--- config.mk ---
export PLATFORM = sky130hd
export DESIGN_NAME = uart_tx_arbiter
export DESIGN_NICKNAME = d
export VERILOG_FILES = /design/src/rtl/uart_tx_arbiter.sv
export SDC_FILE = /design/constraint.sdc
export NUM_CORES = 1
export LEC_CHECK = 0
export ABC_AREA = 1
export BUFFER_PORTS_ARGS = -buffer_cell sky130_fd_sc_hd__buf_2
export CAP_MARGIN = 20
export CORE_ASPECT_RATIO = 1.1
export CORE_MARGIN = 2
export CORE_UTILIZATION = 51
export CTS_BUF_LIST = sky130_fd_sc_hd__clkbuf_8 sky130_fd_sc_hd__clkbuf_16
export DETAILED_ROUTE_END_ITERATION = 7
export PLACE_DENSITY = 0.84
export SLEW_MARGIN = 10
export SYNTH_ARGS = -nofsm -noshare
export SYNTH_HDL_FRONTEND = slang
export SYNTH_SLANG_ARGS = --single-unit
--- constraint.sdc ---
create_clock -name clk -period 2.3 [get_ports clk]
set_clock_uncertainty 0.2 [all_clocks]
set_input_delay 0.345 -clock clk [delete_from_list [all_inputs] [get_ports clk]]
set_output_delay 0.345 -clock clk [all_outputs]
set_load 0.01 [all_outputs]
--- src/rtl/uart_tx_arbiter.sv ---
// Frame-level arbiter sharing one uart_tx byte transmitter among NREQ requesters.
// Define UART_ARB_ROUND_ROBIN_EN for round-robin arbitration; fixed priority otherwise.
module uart_tx_arbiter #(
   parameter int NREQ    = 3,
   parameter int DATA_W  = 8,
   parameter int TIMEOUT = 1024
) (
   input  logic                     clk,
   input  logic                     reset_n,
   input  logic [NREQ*DATA_W-1:0]   req_data,
   input  logic [NREQ-1:0]          req_valid,
   input  logic [NREQ-1:0]          req_last,
   output logic [NREQ-1:0]          req_ready,
   output logic [DATA_W-1:0]        tx_data,
   output logic                     tx_valid,
   input  logic                     tx_ready,
   output logic [NREQ-1:0]          grant,
   output logic                     busy,
   output logic                     abort
);

   localparam int IDX_W = (NREQ > 1) ? $clog2(NREQ) : 1;
   localparam int CNT_W = (TIMEOUT > 0) ? $clog2(TIMEOUT + 1) : 1;
   // The counter is compared before its increment, so expiry fires as it would reach TIMEOUT.
   localparam logic [CNT_W-1:0] CNT_LAST = CNT_W'((TIMEOUT > 0) ? (TIMEOUT - 1) : 0);

   typedef enum logic [0:0] {S_IDLE = 1'b0, S_ACTIVE = 1'b1} state_e;

   state_e              state_q, state_d;
   logic [IDX_W-1:0]    g_q, g_d;
   logic [NREQ-1:0]     grant_q, grant_d;
   logic                abort_q, abort_d;
   logic [CNT_W-1:0]    cnt_q, cnt_d;
   logic [IDX_W-1:0]    win_idx_s;
   logic                win_any_s;
   logic                g_valid_s, g_last_s, done_s, expire_s;

   assign g_valid_s = req_valid[g_q];
   assign g_last_s  = req_last[g_q];
   assign done_s    = (state_q == S_ACTIVE) & g_valid_s & tx_ready & g_last_s;

`ifdef UART_ARB_ROUND_ROBIN_EN
   logic [IDX_W-1:0] ptr_q, ptr_d;

   always_comb begin
      win_any_s = 1'b0;
      win_idx_s = '0;
      for (int i = 0; i < NREQ; i++) begin
         if (!win_any_s && req_valid[(int'(ptr_q) + i) % NREQ]) begin
            win_any_s = 1'b1;
            win_idx_s = IDX_W'((int'(ptr_q) + i) % NREQ);
         end else begin
            win_any_s = win_any_s;
         end
      end
   end

   always_comb begin
      if (state_q == S_IDLE && win_any_s) begin
         if (win_idx_s == IDX_W'(NREQ - 1)) begin
            ptr_d = '0;
         end else begin
            ptr_d = win_idx_s + IDX_W'(1);
         end
      end else begin
         ptr_d = ptr_q;
      end
   end

   always_ff @(posedge clk or negedge reset_n) begin
      if (!reset_n) begin
         ptr_q <= '0;
      end else begin
         ptr_q <= ptr_d;
      end
   end
`else
   always_comb begin
      win_any_s = 1'b0;
      win_idx_s = '0;
      for (int i = NREQ - 1; i >= 0; i--) begin
         if (req_valid[i]) begin
            win_any_s = 1'b1;
            win_idx_s = IDX_W'(i);
         end else begin
            win_any_s = win_any_s;
         end
      end
   end
`endif

   // Stall watchdog: counts ACTIVE cycles in which the granted requester has no byte.
   always_comb begin
      cnt_d    = cnt_q;
      expire_s = 1'b0;
      if (TIMEOUT == 0 || state_q != S_ACTIVE || g_valid_s) begin
         cnt_d = '0;
      end else if (cnt_q == CNT_LAST) begin
         expire_s = 1'b1;
         cnt_d    = '0;
      end else begin
         cnt_d = cnt_q + CNT_W'(1);
      end
   end

   always_ff @(posedge clk or negedge reset_n) begin
      if (!reset_n) begin
         state_q <= S_IDLE;
      end else begin
         state_q <= state_d;
      end
   end

   always_comb begin
      case (state_q)
         S_IDLE:   state_d = win_any_s ? S_ACTIVE : S_IDLE;
         S_ACTIVE: state_d = (done_s || expire_s) ? S_IDLE : S_ACTIVE;
         default:  state_d = S_IDLE;
      endcase
   end

   always_comb begin
      if (state_q == S_IDLE && win_any_s) begin
         g_d = win_idx_s;
      end else begin
         g_d = g_q;
      end
      grant_d = '0;
      if (state_d == S_ACTIVE) begin
         grant_d[g_d] = 1'b1;
      end else begin
         grant_d = '0;
      end
      abort_d = expire_s;
   end

   // Outputs: tx side is a pure combinational pass-through of the granted requester.
   always_comb begin
      tx_data   = '0;
      tx_valid  = 1'b0;
      req_ready = '0;
      if (state_q == S_ACTIVE) begin
         tx_data        = req_data[int'(g_q)*DATA_W +: DATA_W];
         tx_valid       = g_valid_s;
         req_ready[g_q] = tx_ready & g_valid_s;
      end else begin
         tx_valid = 1'b0;
      end
   end

   always_ff @(posedge clk or negedge reset_n) begin
      if (!reset_n) begin
         g_q     <= '0;
         grant_q <= '0;
         abort_q <= 1'b0;
         cnt_q   <= '0;
      end else begin
         g_q     <= g_d;
         grant_q <= grant_d;
         abort_q <= abort_d;
         cnt_q   <= cnt_d;
      end
   end

   assign grant = grant_q;
   assign busy  = (state_q == S_ACTIVE);
   assign abort = abort_q;

endmodule

==> results.tsv, run 1 <==
metric	value	unit
area_delta_synth_final	28.5	%
synthesis.nets	196	
cts-root-buf	clkbuf_8	
r2r_setup_slack	0.55	ns
synthXorXnorAreaFrac	2.20	%
drt-initial-drc-count	17	
nets	250	
worst-path-max-fanout	12	
cts_buffer_depth	2	
antenna_found_initial	0	
crit_path_start	g_q[1]$_DFF_PN0_	
p_int	0.000884	W
final_cell_mix	buf_2, nand2_1, nand3_1, inv_1, dfrtp_1	
worstReg2RegEnd	cnt_q[3]$_DFF_PN0_	
grt.total_usage	22.7	%
die_h	54.7	µm
synthCells	162	
grt_pass1_wl	4.67	mm
wl_per_cell	12.1	µm
h-tree-depth	1	
netlist_top_cells_area	dfrtp_1, nand3_1, nand2_1, inv_1, nor2_1	
clkSlewWorstSetupHoldPaths	0.06	ns
switching_share	46.7	%
drc	0	
critPathKind	flop to output pin	
cts_tree	done	
synth_area	0.00119	mm²
end_kind	output pin	
critical_path_required	1.75	ns
setup_tns	0	ns
min_period	2.17	ns
r2r_cells	8	
vias_per_cell	5.16	
port_buffers	49	
fmax	0.461	GHz
p_leak	0.870	nW
p_seq_share	27.7	%
peakVddDrop	905	µV
hold_class	input port to flop	
initial_core_util	53.5	%
synthAdderAreaFrac	1.05	%
dieArea	0.00274	mm²
fill_cells	188	
gp_congestion	0.821	
boundaryPins	50	
synth_cell_types	26	
critical_path.startpoint_type	flop	
synth-seq-cells	18	
setup_viol	0	
synth_compound_area_share	6.19	%
drtPass1Iterations	4	
reg2reg_from	cnt_q[0]$_DFF_PN0_	
p_sw	0.000775	W
outcome	complete, no violations	
drt-total-wl	2.96	mm
grt_pass1_vias	1178	
numCtsBuffers	3	
muxShareOfSynthArea	0	%
coreArea	0.00223	mm²
die_w	50.1	µm
final_common_cell	buf_2	
powerDensity	1080	mW/mm²
clock_latency	0.25	ns
worstPathArrival	1.62	ns
yosysSeqAreaShare	37.8	%
dp_slack	0.347	ns
via_count	1260	
layout-drive-gt1-share	35.5	%
yosysTopAreaCell	dfrtp_1	
antenna_left	0	
synth-simple-area-share	42.7	%
grt-ovfl-total	0	
p_comb_share	59.4	%
slew_violations	0	
setup.worst_path.end	req_ready[2]	
avgSynthCellArea	7.36	µm²
grt_max_degree	19	
std_cell_rows	18	
final_hold_viol_count	0	
worstMarginPinSlew	0.398	ns
clock_sinks	18	
fin_ws	0.131	ns
netlist.area_leader.share	37.8	%
n_antenna_cell	0	
timing.final.crit_share	94.3	%
p_clk_share	12.9	%
synth_top_family_by_area	simple AND/OR/NAND/NOR gates	
rsz0062_at_grt	false	
dp_hpwl	2.29	mm
drv_cap	0	
max-slew-margin-rel	73.5	%
yosysWarnings	0	
-- per-layer routing --
layer	part of all wire [%]	routed length [µm]	track usage, %
met1	39	1170	23.6
met2	51	1500	44.7
met3	8.3	247	4.37
met4	1.6	46	9.72
met5	0	0	0
-- logic make-up (layout without fill, tap and decap cells) --
group                      after synthesis  count (layout)
and+or+nand+nor                        100             100
buffers and inverters                   29              81
DFF                                     18              18
AOI/OAI and AO/OA                       11              11
xor gates and xnor gates                 3               3
adders and majority gates                1               1
-- worst min path at each step --
stage	startpoint	endpoint	cells past startpoint
after floorplan	reset_n	abort$_DFF_PN0_	0
after global placement	reset_n	grant[0]$_DFF_PN0_	1
after detailed placement	reset_n	grant[1]$_DFF_PN0_	1
after CTS	req_valid[2]	g_q[1]$_DFF_PN0_	3
after global routing	req_valid[2]	g_q[1]$_DFF_PN0_	3
final	req_valid[2]	g_q[1]$_DFF_PN0_	3
-- synthesized netlist by cell type --
cell type and n:
nor3b_2 3, a21oi_2 2, clkbuf_1 2, nor3_1 4
nand2_2 3, inv_1 19, ha_1 1, a211oi_2 1
o21a_1 1, inv_2 4, o21ai_0 1, nand2_1 35
a21oi_1 5, a31oi_1 1, nor2_4 3, nand4_1 2
nand3b_1 2, buf_2 3, dfrtp_1 18, nor2_1 13
nand3_1 32, nand3_2 1, xor2_1 3, nand2_4 1
buf_6 1, nor3_2 1
-- critical path: stages (launching register included) --
cell,delay [ns]
dfrtp_1,0.45
inv_4,0.15
nand3_1,0.13
nand3_2,0.14
nand2_1,0.07
inv_2,0.07
nand2_2,0.06
nor3_1,0.14
buf_2,0.16
-- area by class of cell --
| type | instances | area [µm²] | share of cell area (%) |
|---|---|---|---|
| tap | 30 | 37.5 | 2.45 |
| multi-input combinational | 115 | 622 | 40.6 |
| inverter | 23 | 88.8 | 5.80 |
| timing repair buffer | 55 | 293 | 19.1 |
| sequential | 18 | 450 | 29.4 |
| clock buffer | 3 | 41.3 | 2.69 |
-- power groups by stage --
stage,registers [W],logic (W),clock network (W)
2_1_floorplan,0.000446,0.000686,0
3_3_place_gp,0.000457,0.000928,0
3_5_place_dp,0.000463,0.000948,0
4_1_cts,0.000458,0.000952,0.000221
5_1_grt,0.000469,0.00111,0.000230
6_report,0.000459,0.000985,0.000215
-- metrics by stage --
| stage | area [µm²] | utilization, % | hold WS (ns) | total power [W] | std cells |
|---|---|---|---|---|---|
| floorplan | 1190 | - | -0.151 | 0.00113 | 162 |
| global placement | 1460 | 65.7 | 0.0839 | 0.00139 | 238 |
| detailed placement | 1460 | 65.7 | 0.0923 | 0.00141 | 238 |
| CTS | 1520 | 68.0 | 0.215 | 0.00163 | 242 |
| global route | 1530 | 68.7 | 0.247 | 0.00181 | 244 |
| finish | 1530 | 68.7 | 0.224 | 0.00166 | 244 |
-- registers in the layout, summed over array words and instances (netlist names) --
signal,flops
grant,3
busy,1
abort,1
g_q,2
cnt_q,11
-- what timing repair did --
| item | 4_1_cts | 5_1_grt |
|---|---|---|
| hold buffers | 1 | 0 |
| endpoints found under the hold margin | 18 | 0 |
| setup buffers | 0 | 2 |
| endpoints found under the setup margin | 0 | 3 |
| resized for setup | 0 | 1 |
Power figures use the tool's default switching activity.
==> run 2, diff against run 1 <==
--- a/config.mk
+++ b/config.mk
@@ -7,13 +7,12 @@
 export LEC_CHECK = 0
 export ABC_AREA = 1
 export BUFFER_PORTS_ARGS = -buffer_cell sky130_fd_sc_hd__buf_2
-export CAP_MARGIN = 20
 export CORE_ASPECT_RATIO = 1.1
 export CORE_MARGIN = 2
-export CORE_UTILIZATION = 51
+export CORE_UTILIZATION = 40
 export CTS_BUF_LIST = sky130_fd_sc_hd__clkbuf_8 sky130_fd_sc_hd__clkbuf_16
 export DETAILED_ROUTE_END_ITERATION = 7
-export PLACE_DENSITY = 0.84
+export PLACE_DENSITY = 0.8
 export SLEW_MARGIN = 10
 export SYNTH_ARGS = -nofsm -noshare
 export SYNTH_HDL_FRONTEND = slang
==> run 2 against run 1 <==
Against the previous run: worst setup slack better by 0.037 ns; maximum frequency up 1.7%; global-route usage down 5.1 points; power up 2.0%; flip-flop and latch count unchanged; critical path depth down 1; hold slack worse by 0.011 ns; largest cell class unchanged.
==> results.tsv, run 2 (synthesized netlist as in run 1, its figures left out) <==
metric	value	unit	change
end_kind	output pin		
gp_congestion	0.810		-1.3%
min_period	2.13	ns	-0.0367 ns
clock_latency	0.26	ns	about the same
critPathMaxStageDelay	0.53	ns	+0.08 ns
fmax	0.469	GHz	+1.7%
cts_buffer_depth	2		unchanged
peakVddDrop	680	µV	-25%
layout-drive-gt1-share	36.4	%	+0.93 points
drc	0		unchanged
slew_violations	0		unchanged
nets	249		-0.40%
drt-total-wl	2.91	mm	-1.8%
p_leak	0.869	nW	-0.14%
grt-ovfl-total	0		unchanged
rsz0062_at_grt	false		
cts-root-buf	clkbuf_8		
port_buffers	49		unchanged
final_cell_mix	buf_2, nand2_1, nand3_1, inv_1, dfrtp_1		
drtPass1Iterations	4		unchanged
antenna_left	0		unchanged
critPathBufInv	2		-1
cts_setup_buffers	0		unchanged
final_hold_viol_count	0		unchanged
critical_path_required	1.75	ns	about the same
grt_max_degree	19		unchanged
setup_tns	0	ns	unchanged
worstMarginPinSlew	0.431	ns	+0.0335 ns
critPathTopFamily	simple AND/OR/NAND/NOR gates		
fin_util	55.0	%	-14 points
largest-register	cnt_q		
timing.final.crit_share	92.7	%	-1.6 points
h-tree-depth	1		unchanged
wl_per_cell	11.8	µm	-2.9%
area_delta_synth_final	29.4	%	
outcome	complete, no violations		
initial_core_util	42.5	%	-11 points
antenna_found_initial	0		unchanged
dp_slack	0.283	ns	-0.0639 ns
grt_pass1_vias	1109		-5.9%
max-slew-margin-rel	71.3	%	-2.2 points
via_count	1185		-6.0%
drt-initial-drc-count	56		+39
clkSlewWorstSetupHoldPaths	0.07	ns	about the same
clock_sinks	18		unchanged
boundaryPins	50		unchanged
final_common_cell	buf_2		
fin_ws	0.167	ns	+0.0367 ns
grt.total_usage	17.6	%	-5.1 points
largest_register_ffs	11		unchanged
critical_path.startpoint_type	flop		
hold_class	input port to flop		
drv_cap	0		unchanged
p_total	0.00169	W	+2.0%
grt_pass1_wl	4.77	mm	+2.2%
dieArea	0.00343	mm²	+25%
setup_viol	0		unchanged
n_antenna_cell	0		unchanged
coreArea	0.00280	mm²	+26%
powerDensity	1100	mW/mm²	+1.3%
critPathKind	flop to output pin		
vias_per_cell	4.80		-7.1%
cts_tree	done		
dp_hpwl	2.16	mm	-5.9%
slowest_stage	dfrtp_2		
die_w	56.1	µm	+12%
die_h	61.3	µm	+12%
std_cell_rows	20		+2
numCtsBuffers	3		unchanged
crit_chain	nand3_1 > nand3_2 > nand2_1 > inv_2 > nand2_2 > nor3_1 > buf_2		
worstPathArrival	1.59	ns	-0.03 ns
worst-path-max-fanout	14		+2
[run 2: cell count changes in the layout (fill, tap and decap cells not counted)]
cell,delta
buf_4,-1
dfrtp_1,-2
dfrtp_2,+2
clkbuf_8,+1
inv_2,+1
inv_4,-1
[run 2: worst min-delay path: stages]
cell	delay, ns
buf_2	0.11
nand2_1	0.10
a21oi_2	0.08
[run 2: path summary, 6_finish.rpt]
path                                    start                 end  slack (ns)  cells after the start
setup / recovery             g_q[1]$_DFF_PN0_        req_ready[1]        0.17                      7
hold / removal                   req_valid[2]    g_q[1]$_DFF_PN0_        0.21                      3
setup reg to reg           cnt_q[0]$_DFF_PN0_  cnt_q[9]$_DFF_PN0_        0.57                      8
hold reg to reg            cnt_q[0]$_DFF_PN0_  cnt_q[0]$_DFF_PN0_        0.31                      1
max in group asynchronous             reset_n    g_q[1]$_DFF_PN0_        1.26                      2
min in group asynchronous             reset_n  cnt_q[7]$_DFF_PN0_        0.34                      2
[run 2: metal layers]
metal,vias to the layer above,GRT usage [%],part of all wire (%)
met1,519,22.0,44
met4,0,9.52,1.9
li1,627,-,-
met2,34,30.3,49
met5,-,0,0
met3,5,2.31,5.5
[run 2: repair_timing]
action                                  4_1_cts  5_1_grt
hold buffers                                  1        0
endpoints found under the setup margin        1        2
gates resized for setup                       1        1
endpoints found under the hold margin        18        0
[run 2: layout make-up]
cell class                      count  area (µm²)
Clock buffer                        4        55.1
Fill cell                         272        1260
Inverter                           23        86.3
Multi-Input combinational cell    115         622
Sequential cell                    18         453
Tap cell                           33        41.3
Timing Repair Buffer               54         285
[run 2: metrics by stage]
| step | area, µm² | hold WS [ns] | cells |
|---|---|---|---|
| 2_1_floorplan | 1190 | -0.151 | 162 |
| 3_3_place_gp | 1480 | 0.0843 | 242 |
| 3_5_place_dp | 1480 | 0.0901 | 242 |
| 4_1_cts | 1540 | 0.210 | 247 |
| 5_1_grt | 1540 | 0.237 | 247 |
| 6_report | 1540 | 0.213 | 247 |
[run 2: power by group]
part	switching, W	internal (W)
clock network	0.000108	0.000152
registers	0.000108	0.000386
logic	0.000567	0.000369
==> run 3, diff against run 2 <==
--- a/config.mk
+++ b/config.mk
@@ -12,7 +12,7 @@
 export CORE_UTILIZATION = 40
 export CTS_BUF_LIST = sky130_fd_sc_hd__clkbuf_8 sky130_fd_sc_hd__clkbuf_16
 export DETAILED_ROUTE_END_ITERATION = 7
-export PLACE_DENSITY = 0.8
+export PLACE_DENSITY = 0.69
 export SLEW_MARGIN = 10
 export SYNTH_ARGS = -nofsm -noshare
 export SYNTH_HDL_FRONTEND = slang
==> run 3 against run 2 <==
Against the previous run: via count rose by 4.3%; power grew 2.3%; sequential share of layout area fell by 0.40 points; maximum frequency rose by 0.21%; hold slack better by 0.0053 ns; worst setup slack improved by 0.0045 ns.
==> results.tsv, run 3 (synthesized netlist as in run 1, its figures left out) <==
metric	value	unit	change
grt_pass1_vias	1144		+3.2%
critical_path_required	1.75	ns	about the same
multi_input_area	622	µm²	unchanged
hold_class	input port to flop		
end_kind	output pin		
reg2reg_from	cnt_q[0]$_DFF_PN0_		
layout-drive-gt1-share	37.0	%	+0.59 points
antenna_left	0		unchanged
cts-root-buf	clkbuf_8		
hp-start	req_valid[2]		
initial_core_util	42.5	%	unchanged
grt_max_degree	19		unchanged
numCtsBuffers	3		unchanged
vias_per_cell	4.96		+3.5%
worst-path-max-fanout	12		-2
worstMarginPinSlew	0.393	ns	-0.0384 ns
slew_violations	0		unchanged
clkSlewWorstSetupHoldPaths	0.06	ns	about the same
critical_path.startpoint_type	flop		
drt-total-wl	2.80	mm	-3.7%
drt-initial-drc-count	86		+54%
dieArea	0.00343	mm²	unchanged
max-slew-margin-rel	73.8	%	+2.6 points
rsz0062_at_grt	false		
worstReg2RegEnd	cnt_q[3]$_DFF_PN0_		
setup_viol	0		unchanged
whs	0.218	ns	+0.00534 ns
final_cell_mix	buf_2, nand2_1, nand3_1, inv_1, dfrtp_1		
crit_path_start	g_q[1]$_DFF_PN0_		
n_antenna_cell	0		unchanged
grt-ovfl-total	0		unchanged
port_buffers	49		unchanged
drv_cap	0		unchanged
worstPathArrival	1.58	ns	about the same
largest_register_ffs	11		unchanged
hold_end	g_q[1]$_DFF_PN0_		
register_area	453	µm²	unchanged
clock_latency	0.26	ns	about the same
final_hold_viol_count	0		unchanged
p_leak	0.881	nW	+1.4%
cts_tree	done		
boundaryPins	50		unchanged
wl_per_cell	11.3	µm	-4.5%
area_delta_synth_final	31.2	%	
die_w	56.1	µm	unchanged
critPathKind	flop to output pin		
nets	251		+0.80%
hold_depth	3		unchanged
outcome	complete, no violations		
setup_tns	0	ns	unchanged
clock_sinks	18		unchanged
largest-register	cnt_q		
r2r_cells	8		unchanged
grt_pass1_wl	4.73	mm	-1.0%
antenna_found_initial	0		unchanged
timing.final.crit_share	92.5	%	-0.19 points
die_h	61.3	µm	unchanged
h-tree-depth	1		unchanged
grt.total_usage	17.5	%	-0.075 points
fill_cells	256		-5.9%
coreArea	0.00280	mm²	unchanged
cts_buffer_depth	2		unchanged
via_count	1236		+4.3%
powerDensity	1110	mW/mm²	+0.91%
dp_hpwl	2.17	mm	+0.62%
std_cell_rows	20		unchanged
gp_congestion	0.799		-1.4%
drc	0		unchanged
fmax	0.470	GHz	+0.21%
peakVddDrop	674	µV	-0.82%
r2r_setup_slack	0.55	ns	-0.02 ns
final_area	0.00156	mm²	+1.4%
min_period	2.13	ns	-0.00446 ns
final_common_cell	buf_2		
place_area	0.00147	mm²	-0.51%
drtPass1Iterations	4		unchanged
[run 3: worst max path at each step]
stage              endpoint  slack [ns]  cells after the start
3_3_place_gp   req_ready[0]        0.45                      8
6_report       req_ready[0]        0.17                      8
2_1_floorplan  req_ready[0]        0.48                      8
5_1_grt        req_ready[0]        0.02                      8
3_5_place_dp   req_ready[0]        0.40                      8
4_1_cts        req_ready[0]        0.11                      8
[run 3: cell type report]
| type | instances | area share (%) |
|---|---|---|
| sequential | 18 | 29.0 |
| inverter | 23 | 5.68 |
| clock buffer | 4 | 3.52 |
| multi-input combinational | 115 | 39.8 |
| tap | 33 | 2.64 |
| timing repair buffer | 56 | 19.4 |
[run 3: per-layer routing]
metal / track usage, % / routed length (µm)
met4: 7.14 / 29
met2: 31.9 / 1330
met5: 0 / 0
met1: 20.4 / 1200
met3: 3.99 / 246
[run 3: critical path: stages, from the launching register on]
cell     delay (ns)
dfrtp_2        0.45
inv_4          0.14
nand3_1        0.13
nand3_2        0.14
nand2_1        0.07
inv_2          0.07
nand2_2        0.05
nor3_1         0.13
buf_2          0.15
[run 3: report_power, final]
part | internal (W) | switching (W)
Sequential | 0.000386 | 0.0000724
Combinational | 0.000400 | 0.000614
Clock | 0.000152 | 0.000105
Total | 0.000939 | 0.000792
[run 3: metrics by stage]
step           setup slack (ns)  utilization [%]  std cells  power (W)
2_1_floorplan             0.476                -        162    0.00113
3_3_place_gp              0.449             52.4        241    0.00141
3_5_place_dp              0.395             52.4        241    0.00142
4_1_cts                   0.106             54.7        246    0.00168
5_1_grt                  0.0191             55.8        249    0.00191
6_report                  0.172             55.8        249    0.00173
[run 3: what timing repair did]
action                                  CTS  global route
resized for setup                         0             4
buffers inserted                          0             3
endpoints found under the setup margin    0             3
endpoints found under the hold margin    18             0
hold buffers                              1             0
